[config.mk]
export PLATFORM = sky130hd
export DESIGN_NAME = lsu_ctrl_flat
export DESIGN_NICKNAME = d
export VERILOG_FILES = /design/src/rtl/riscv_pkg.sv /design/src/rtl/lsu_ctrl_if.sv /design/src/rtl/lsu_ctrl.sv /design/src/flat_wrapper.sv
export SDC_FILE = /design/constraint.sdc
export NUM_CORES = 1
export LEC_CHECK = 0
export CORE_UTILIZATION = 49
export DETAILED_ROUTE_END_ITERATION = 10
export GPL_TIMING_DRIVEN = 0
export PLACE_DENSITY = 0.81
export SLEW_MARGIN = 20
export SYNTH_ARGS = -nofsm -noshare
export SYNTH_HDL_FRONTEND = slang
export SYNTH_SLANG_ARGS = --single-unit
[constraint.sdc]
create_clock -name clk -period 5.85 [get_ports clk]
set_input_delay 1.17 -clock clk [delete_from_list [all_inputs] [get_ports clk]]
set_output_delay 1.17 -clock clk [all_outputs]
set_load 0.02 [all_outputs]
[src/rtl/riscv_pkg.sv]
// Shared core-wide definitions: datapath width and memory access sizes.
package riscv_pkg;
  localparam int XLEN = 32;

  typedef enum logic [2:0] {
    MEM_BYTE   = 3'd0,
    MEM_BYTE_U = 3'd1,
    MEM_HALF   = 3'd2,
    MEM_HALF_U = 3'd3,
    MEM_WORD   = 3'd4
  } mem_op_e;
endpackage

[src/rtl/lsu_ctrl_if.sv]
// Request/response handshake and dmem port bundle for the load/store unit.
interface lsu_ctrl_if;
  logic                          req_valid;
  logic                          req_ready;
  logic                          req_is_store;
  logic [riscv_pkg::XLEN-1:0]    req_addr;
  logic [riscv_pkg::XLEN-1:0]    req_wdata;
  riscv_pkg::mem_op_e            req_op;
  logic                          resp_valid;
  logic [riscv_pkg::XLEN-1:0]    resp_rdata;
  logic                          resp_split;
  logic [riscv_pkg::XLEN-1:0]    dmem_addr;
  logic [riscv_pkg::XLEN-1:0]    dmem_wdata;
  logic                          dmem_wr_en;
  logic                          dmem_rd_en;
  riscv_pkg::mem_op_e            dmem_mem_op;
  logic [riscv_pkg::XLEN-1:0]    dmem_rdata;

  // Execute stage and memory side: issues requests, returns read data.
  modport master (
    output req_valid, req_is_store, req_addr, req_wdata, req_op, dmem_rdata,
    input  req_ready, resp_valid, resp_rdata, resp_split,
    input  dmem_addr, dmem_wdata, dmem_wr_en, dmem_rd_en, dmem_mem_op
  );

  // Load/store unit side.
  modport slave (
    input  req_valid, req_is_store, req_addr, req_wdata, req_op, dmem_rdata,
    output req_ready, resp_valid, resp_rdata, resp_split,
    output dmem_addr, dmem_wdata, dmem_wr_en, dmem_rd_en, dmem_mem_op
  );
endinterface

[src/rtl/lsu_ctrl.sv]
// Load/store initiator: aligned accesses go to dmem in one cycle, misaligned
// half/word accesses are broken into byte accesses and reassembled
// little-endian before a single-cycle response pulse.
module lsu_ctrl
  import riscv_pkg::*;
(
  input  logic       clk,
  input  logic       reset,
  lsu_ctrl_if.slave  bus
);

  typedef enum logic [1:0] {IDLE, ACCESS, RESP} state_e;

  state_e          r_state;
  state_e          w_state_next;
  logic [XLEN-1:0] r_addr;
  logic [XLEN-1:0] r_wdata;
  logic [XLEN-1:0] r_asm;
  logic [XLEN-1:0] r_rdata;
  mem_op_e         r_op;
  logic            r_store;
  logic            r_split_done;
  logic [1:0]      r_cnt;

  logic            w_accept;
  logic            w_split;
  logic [1:0]      w_last_idx;
  logic            w_last;
  logic [7:0]      w_wbyte;
  logic [XLEN-1:0] w_asm;
  logic [XLEN-1:0] w_result;

  assign w_accept = (r_state == IDLE) && !reset && bus.req_valid;
  assign w_last   = (r_cnt == w_last_idx);
  assign w_wbyte  = 8'(r_wdata >> {r_cnt, 3'b000});

  // Classify the latched request: split or not, and index of the last byte.
  always_comb begin
    w_split    = 1'b0;
    w_last_idx = 2'd0;
    case (r_op)
      MEM_HALF, MEM_HALF_U: begin
        w_split    = r_addr[0];
        w_last_idx = {1'b0, r_addr[0]};
      end
      MEM_WORD: begin
        w_split    = (r_addr[1:0] != 2'b00);
        w_last_idx = w_split ? 2'd3 : 2'd0;
      end
      default: ;
    endcase
  end

  // Merge this cycle's byte into the assembly and form the final load result.
  always_comb begin
    w_asm = r_asm;
    w_asm[{r_cnt, 3'b000} +: 8] = bus.dmem_rdata[7:0];
    w_result = '0;
    if (!r_store) begin
      if (!w_split) begin
        w_result = bus.dmem_rdata;
      end else begin
        case (r_op)
          MEM_HALF:   w_result = {{(XLEN-16){w_asm[15]}}, w_asm[15:0]};
          MEM_HALF_U: w_result = {{(XLEN-16){1'b0}}, w_asm[15:0]};
          default:    w_result = w_asm;
        endcase
      end
    end
  end

  // State register; reset aborts any transaction in flight.
  always_ff @(posedge clk or posedge reset) begin
    if (reset) begin
      r_state <= IDLE;
    end else begin
      r_state <= w_state_next;
    end
  end

  // Next state plus all handshake and dmem outputs; dmem is idle unless in ACCESS.
  always_comb begin
    w_state_next    = r_state;
    bus.req_ready   = 1'b0;
    bus.resp_valid  = 1'b0;
    bus.resp_rdata  = '0;
    bus.resp_split  = 1'b0;
    bus.dmem_addr   = '0;
    bus.dmem_wdata  = '0;
    bus.dmem_wr_en  = 1'b0;
    bus.dmem_rd_en  = 1'b0;
    bus.dmem_mem_op = MEM_WORD;
    case (r_state)
      IDLE: begin
        bus.req_ready = !reset;
        if (w_accept) w_state_next = ACCESS;
      end
      ACCESS: begin
        bus.dmem_wr_en = r_store;
        bus.dmem_rd_en = !r_store;
        if (w_split) begin
          bus.dmem_addr   = r_addr + XLEN'(r_cnt);
          bus.dmem_wdata  = {{(XLEN-8){1'b0}}, w_wbyte};
          bus.dmem_mem_op = r_store ? MEM_BYTE : MEM_BYTE_U;
        end else begin
          bus.dmem_addr   = r_addr;
          bus.dmem_wdata  = r_wdata;
          bus.dmem_mem_op = r_op;
        end
        if (w_last) w_state_next = RESP;
      end
      RESP: begin
        bus.resp_valid = 1'b1;
        bus.resp_rdata = r_rdata;
        bus.resp_split = r_split_done;
        w_state_next   = IDLE;
      end
      default: w_state_next = IDLE;
    endcase
  end

  // Request latch, byte counter and load-data assembly.
  always_ff @(posedge clk or posedge reset) begin
    if (reset) begin
      r_addr       <= '0;
      r_wdata      <= '0;
      r_op         <= MEM_WORD;
      r_store      <= 1'b0;
      r_cnt        <= 2'd0;
      r_asm        <= '0;
      r_rdata      <= '0;
      r_split_done <= 1'b0;
    end else if (w_accept) begin
      r_addr  <= bus.req_addr;
      r_wdata <= bus.req_wdata;
      r_op    <= bus.req_op;
      r_store <= bus.req_is_store;
      r_cnt   <= 2'd0;
      r_asm   <= '0;
    end else if (r_state == ACCESS) begin
      r_asm <= w_asm;
      r_cnt <= r_cnt + 2'd1;
      if (w_last) begin
        r_rdata      <= w_result;
        r_split_done <= w_split;
      end
    end
  end

endmodule

[src/flat_wrapper.sv]
// flat-port wrapper written by rule: the top's interface ports become plain ports
module lsu_ctrl_flat import riscv_pkg::*;
  (clk, reset, bus_req_valid, bus_req_is_store, bus_req_addr, bus_req_wdata, bus_req_op, bus_dmem_rdata, bus_req_ready, bus_resp_valid, bus_resp_rdata, bus_resp_split, bus_dmem_addr, bus_dmem_wdata, bus_dmem_wr_en, bus_dmem_rd_en, bus_dmem_mem_op);
  lsu_ctrl_if bus_i ();
  input  logic clk;
  input  logic reset;
  input wire logic [$bits(bus_i.req_valid)-1:0] bus_req_valid;
  input wire logic [$bits(bus_i.req_is_store)-1:0] bus_req_is_store;
  input wire logic [$bits(bus_i.req_addr)-1:0] bus_req_addr;
  input wire logic [$bits(bus_i.req_wdata)-1:0] bus_req_wdata;
  input wire logic [$bits(bus_i.req_op)-1:0] bus_req_op;
  input wire logic [$bits(bus_i.dmem_rdata)-1:0] bus_dmem_rdata;
  output wire logic [$bits(bus_i.req_ready)-1:0] bus_req_ready;
  output wire logic [$bits(bus_i.resp_valid)-1:0] bus_resp_valid;
  output wire logic [$bits(bus_i.resp_rdata)-1:0] bus_resp_rdata;
  output wire logic [$bits(bus_i.resp_split)-1:0] bus_resp_split;
  output wire logic [$bits(bus_i.dmem_addr)-1:0] bus_dmem_addr;
  output wire logic [$bits(bus_i.dmem_wdata)-1:0] bus_dmem_wdata;
  output wire logic [$bits(bus_i.dmem_wr_en)-1:0] bus_dmem_wr_en;
  output wire logic [$bits(bus_i.dmem_rd_en)-1:0] bus_dmem_rd_en;
  output wire logic [$bits(bus_i.dmem_mem_op)-1:0] bus_dmem_mem_op;
  assign bus_i.req_valid = bus_req_valid;
  assign bus_i.req_is_store = bus_req_is_store;
  assign bus_i.req_addr = bus_req_addr;
  assign bus_i.req_wdata = bus_req_wdata;
  assign bus_i.req_op = bus_req_op;
  assign bus_i.dmem_rdata = bus_dmem_rdata;
  assign bus_req_ready = bus_i.req_ready;
  assign bus_resp_valid = bus_i.resp_valid;
  assign bus_resp_rdata = bus_i.resp_rdata;
  assign bus_resp_split = bus_i.resp_split;
  assign bus_dmem_addr = bus_i.dmem_addr;
  assign bus_dmem_wdata = bus_i.dmem_wdata;
  assign bus_dmem_wr_en = bus_i.dmem_wr_en;
  assign bus_dmem_rd_en = bus_i.dmem_rd_en;
  assign bus_dmem_mem_op = bus_i.dmem_mem_op;
  lsu_ctrl u_core (.clk(clk), .reset(reset), .bus(bus_i));
endmodule
# == Word-level counts from Yosys, hierarchy flattened ==
# Index checks and enable logic that the tools add are counted.
# totals
mem_bits_rw,0
romBits,0
latch_bits,0
n_memories,0
ff_bits,137
word_cells,61
output_inout_bits,104
input_bits,103
# op_classes
magnitude_cmp,0
shift,3
addsub,3
div,0
n_bitwise,1
eq_ne,8
mul,0
n_reduce_logical,10
n_mux,27
# op_table
op,count
$mux 32,9
$pmux 32 s2,1
$add 32x2->32,1
$bwmux 32,1
$shift 8x7->32 const A,1
$shiftx 8x7->32,1
$shr 32x5->8,1
$mux 2,5
$pmux 2 s2,2
$neg 5->7,1
$eq 3x2->1 const B,2
$mux 1,6
$mux 3,2
$ne 2x1->1 const B,2
$reduce_bool 2->1,2
$eq 3x3->1 const B,1
$reduce_and 3->1,1
$add 2x1->2 const B,1
$eq 2x1->1 const B,1
$eq 2x2->1,1
$eq 2x2->1 const B,1
$logic_and 1x1->1,2
$logic_not 1->1,2
$logic_not 2->1,1
4 further kinds,4

# == Logic depth before layout (Yosys ltp) ==
# depth
depth_word,6
depth_mapped,11
mapped_depth_nobuf,8

# == Worst setup path before layout ==
# No wires, ideal clock.
# synth_path
path_kind,register to output
start,register u_core.r_cnt[1]
end,output bus_dmem_addr[30]
n_path_buf,1
setup_slack_ns,1.806
t_arrival_ns,2.874
required_time_ns,4.680
stages_incl_launch_ff,9
cell_sequence,dfrtp_1 clkbuf_1 inv_1 fa_1 and3b_1 o311ai_1 or2_1 or4_1 a21oi_1
# synth_between
elab_chain_len,3
# synth_lines
item,line,source
"start, declared",lsu_ctrl.sv:23,logic [1:0] r_cnt;
"start signal, assigned",lsu_ctrl.sv:142,r_cnt <= r_cnt + 2'd1;
$add 32x2->32,lsu_ctrl.sv:102,bus.dmem_addr = r_addr + XLEN'(r_cnt);
$mux 32,lsu_ctrl.sv:101,if (w_split) begin
$mux 32,lsu_ctrl.sv:93,case (r_state)
"end, declared",flat_wrapper.sv:17,output wire logic [$bits(bus_i.dmem_addr)-1:0] bus_dmem_addr;
# No other way between the ends.

# == Final worst setup path ==
# Ends and elaborated chain as after synthesis.

==> out/metrics.yaml <==
status: "complete, no violations"
whs_ps: 480
gp_congestion: 0.850
rsz0062_at_grt: "no"
synth_edf_count: 0
p_leak_nw: 4.35
synth_common_cells: "dfrtp_1, mux2_2, nor2_1"
n_fill_cell: 1127
fin_tns_setup_ps: 0
diodes: 0
grt_pass1_wl_um: 34800
finalHoldViolCount: 0
multi_input_area_um2: 3830
cp_max_fo: 10
timing.slew.headroom_pct: 37.5
skew_ps: 5.75
drv_cap: 0
hold_buffers: 0
synth_warnings: 0
ioPinCount: 207
die_width_um: 126
drtAntennaViolNets: 0
critPathArrivalTime_ps: 4340
vias: 6778
flow.area_growth_from_synthesis_pct: 38.9
rows: 44
cts_max_path_buffers: 2
drtPass1Iterations: 5
grt_pass1_vias: 6481
synth-seq-cells: 137
drt_wl_total_um: 22300
worstMarginPinSlew_ps: 935
hpwl_um: 16000
die_h_um: 126
clk_latency_ps: 420
grtUsageTotal_pct: 28.5
synth_nets: 857
syn-cell-area_um2: 7520
netlist-cell-type-count: 54
clock-sinks: 137
antenna_found_initial: 0
hold_path_class: "reg2reg"
post_cts_buffers: 0
syn_inst: 746
critPathRequiredTime_ps: 4680
synth_most_common_cell: "dfrtp_1"
dieArea_um2: 15800
drive_gt1_share_pct: 13.7
wl_per_cell_um: 19.1
synth_area_leaders: "dfrtp_1, mux2_2, o2bb2ai_1"
grt_max_degree: 86
ir_drop_uv: 342
syn_area_per_cell_um2: 10.1
powerDensity_nw_per_um2: 530
layout.nets: 1083
overflow: 0
finalSetupViolations: 0
synth-seq-area-share_pct: 45.6
reg2reg_slack_ps: 2240
layout_min_cycle_time_ps: 5510
cts_buffers: 17
slew_violations: 0
min_period_over_period_pct: 94.2
portBuffers: 206
drtIter0Drc: 630
h-tree-depth: 4
clockRootBuffer: "clkbuf_16"
start_kind: "flip-flop"
initial_core_util_pct: 51.0
cts_resized: 0
drc: 0
fmax_ghz: 0.181
async_reset_ff_share_pct: 100
cts.clk_slew.worst_paths_ps: 60
synth_top_cell_by_area: "dfrtp_1"
utilization_pct: 70.8
path_class: "reg2out"
ff_latch_area_um2: 3430
drt-vias-per-instance: 5.81
yosys_most_used_dff: "dfrtp_1"
yosys.area.top_type_share_pct: 45.3
end_kind: "output port"
cts_tree: "yes"
coreArea_um2: 14800
cell type report:
class	instances	area share, %
multi-input cells	544	36.7
flip-flops and latches	137	32.8
repair buffers	207	20.0
clock buffers	24	4.90
well taps	184	2.20
plain buffers	54	2.11
clock inverters	6	0.838
inverters	11	0.467
critical path, stage by stage (launching register included):
cell	delay (ps)
dfrtp_1	530
clkbuf_1	550
inv_1	290
fa_1	510
and3b_1	320
o311ai_1	150
or2_1	270
or4_1	470
a21oi_1	160
clkdlybuf4s50_1	650
cell families (layout without fill, tap and decap cells):
logic type	Yosys count	in the layout	synth area share (%)
AO/OA/AOI/OAI	161	161	14.6
XOR/XNOR	24	24	2.80
adder cells (fa/ha/maj)	8	8	1.43
buffers and inverters	65	302	3.48
flip-flops	137	137	45.6
multiplexers	78	78	11.7
AND/OR/NAND/NOR	273	273	20.4
final timing paths:
kind | end | startpoint | depth (start not counted)
max reg2reg | u_core.r_rdata[26] | u_core.r_cnt[0] | 11
min reg2reg | u_core.r_rdata[21] | u_core.r_rdata[21] | 1
min | u_core.r_rdata[21] | u_core.r_rdata[21] | 1
max in group asynchronous | u_core.r_asm[27] | reset | 3
max | bus_dmem_addr[30] | u_core.r_cnt[1] | 9
min in group asynchronous | u_core.r_store | reset | 2
per-layer routing:
metal / vias up / part of all wire, % / track usage, %
li1: 3153 / - / -
met3: 36 / 8.0 / 6.80
met5: - / 0 / 0
met2: 301 / 46 / 44.0
met1: 3288 / 44 / 39.9
met4: 0 / 1.8 / 8.58
flip-flops by register name, indices dropped and copies added (netlist names):
register             count
u_core.r_state           2
u_core.r_cnt             2
u_core.r_split_done      1
u_core.r_store           1
u_core.r_addr           32
u_core.r_rdata          32
u_core.r_wdata          32
u_core.r_asm            32
u_core.r_op              3
stage by stage:
| stage | std cells | power, mW | instance area (um^2) | setup WS [ps] |
|---|---|---|---|---|
| floorplan | 746 | 3.40 | 7520 | 1010 |
| global placement | 1136 | 4.35 | 9810 | -1020 |
| detailed placement | 1137 | 4.41 | 9850 | 830 |
| CTS | 1167 | 5.52 | 10400 | 348 |
| global route | 1167 | 5.84 | 10400 | 145 |
| finish | 1167 | 5.53 | 10400 | 340 |
cells in the final DEF, fill, tap and decap left out, drive strengths merged, types with 32 or more instances in the layout:
master and instances:
nor2 56, and2 40, dfrtp 136, clkdlybuf4s50 206, a22oi 33, o2bb2ai 32, a21oi 33, mux2 77
nand3 37, clkbuf 59
report_power, final:
part / switching [mW] / internal, mW
Combinational: 1.49 / 1.22
Sequential: 0.361 / 1.37
Clock: 0.402 / 0.691
Total: 2.26 / 3.28
Power figures use the tool's default switching activity.
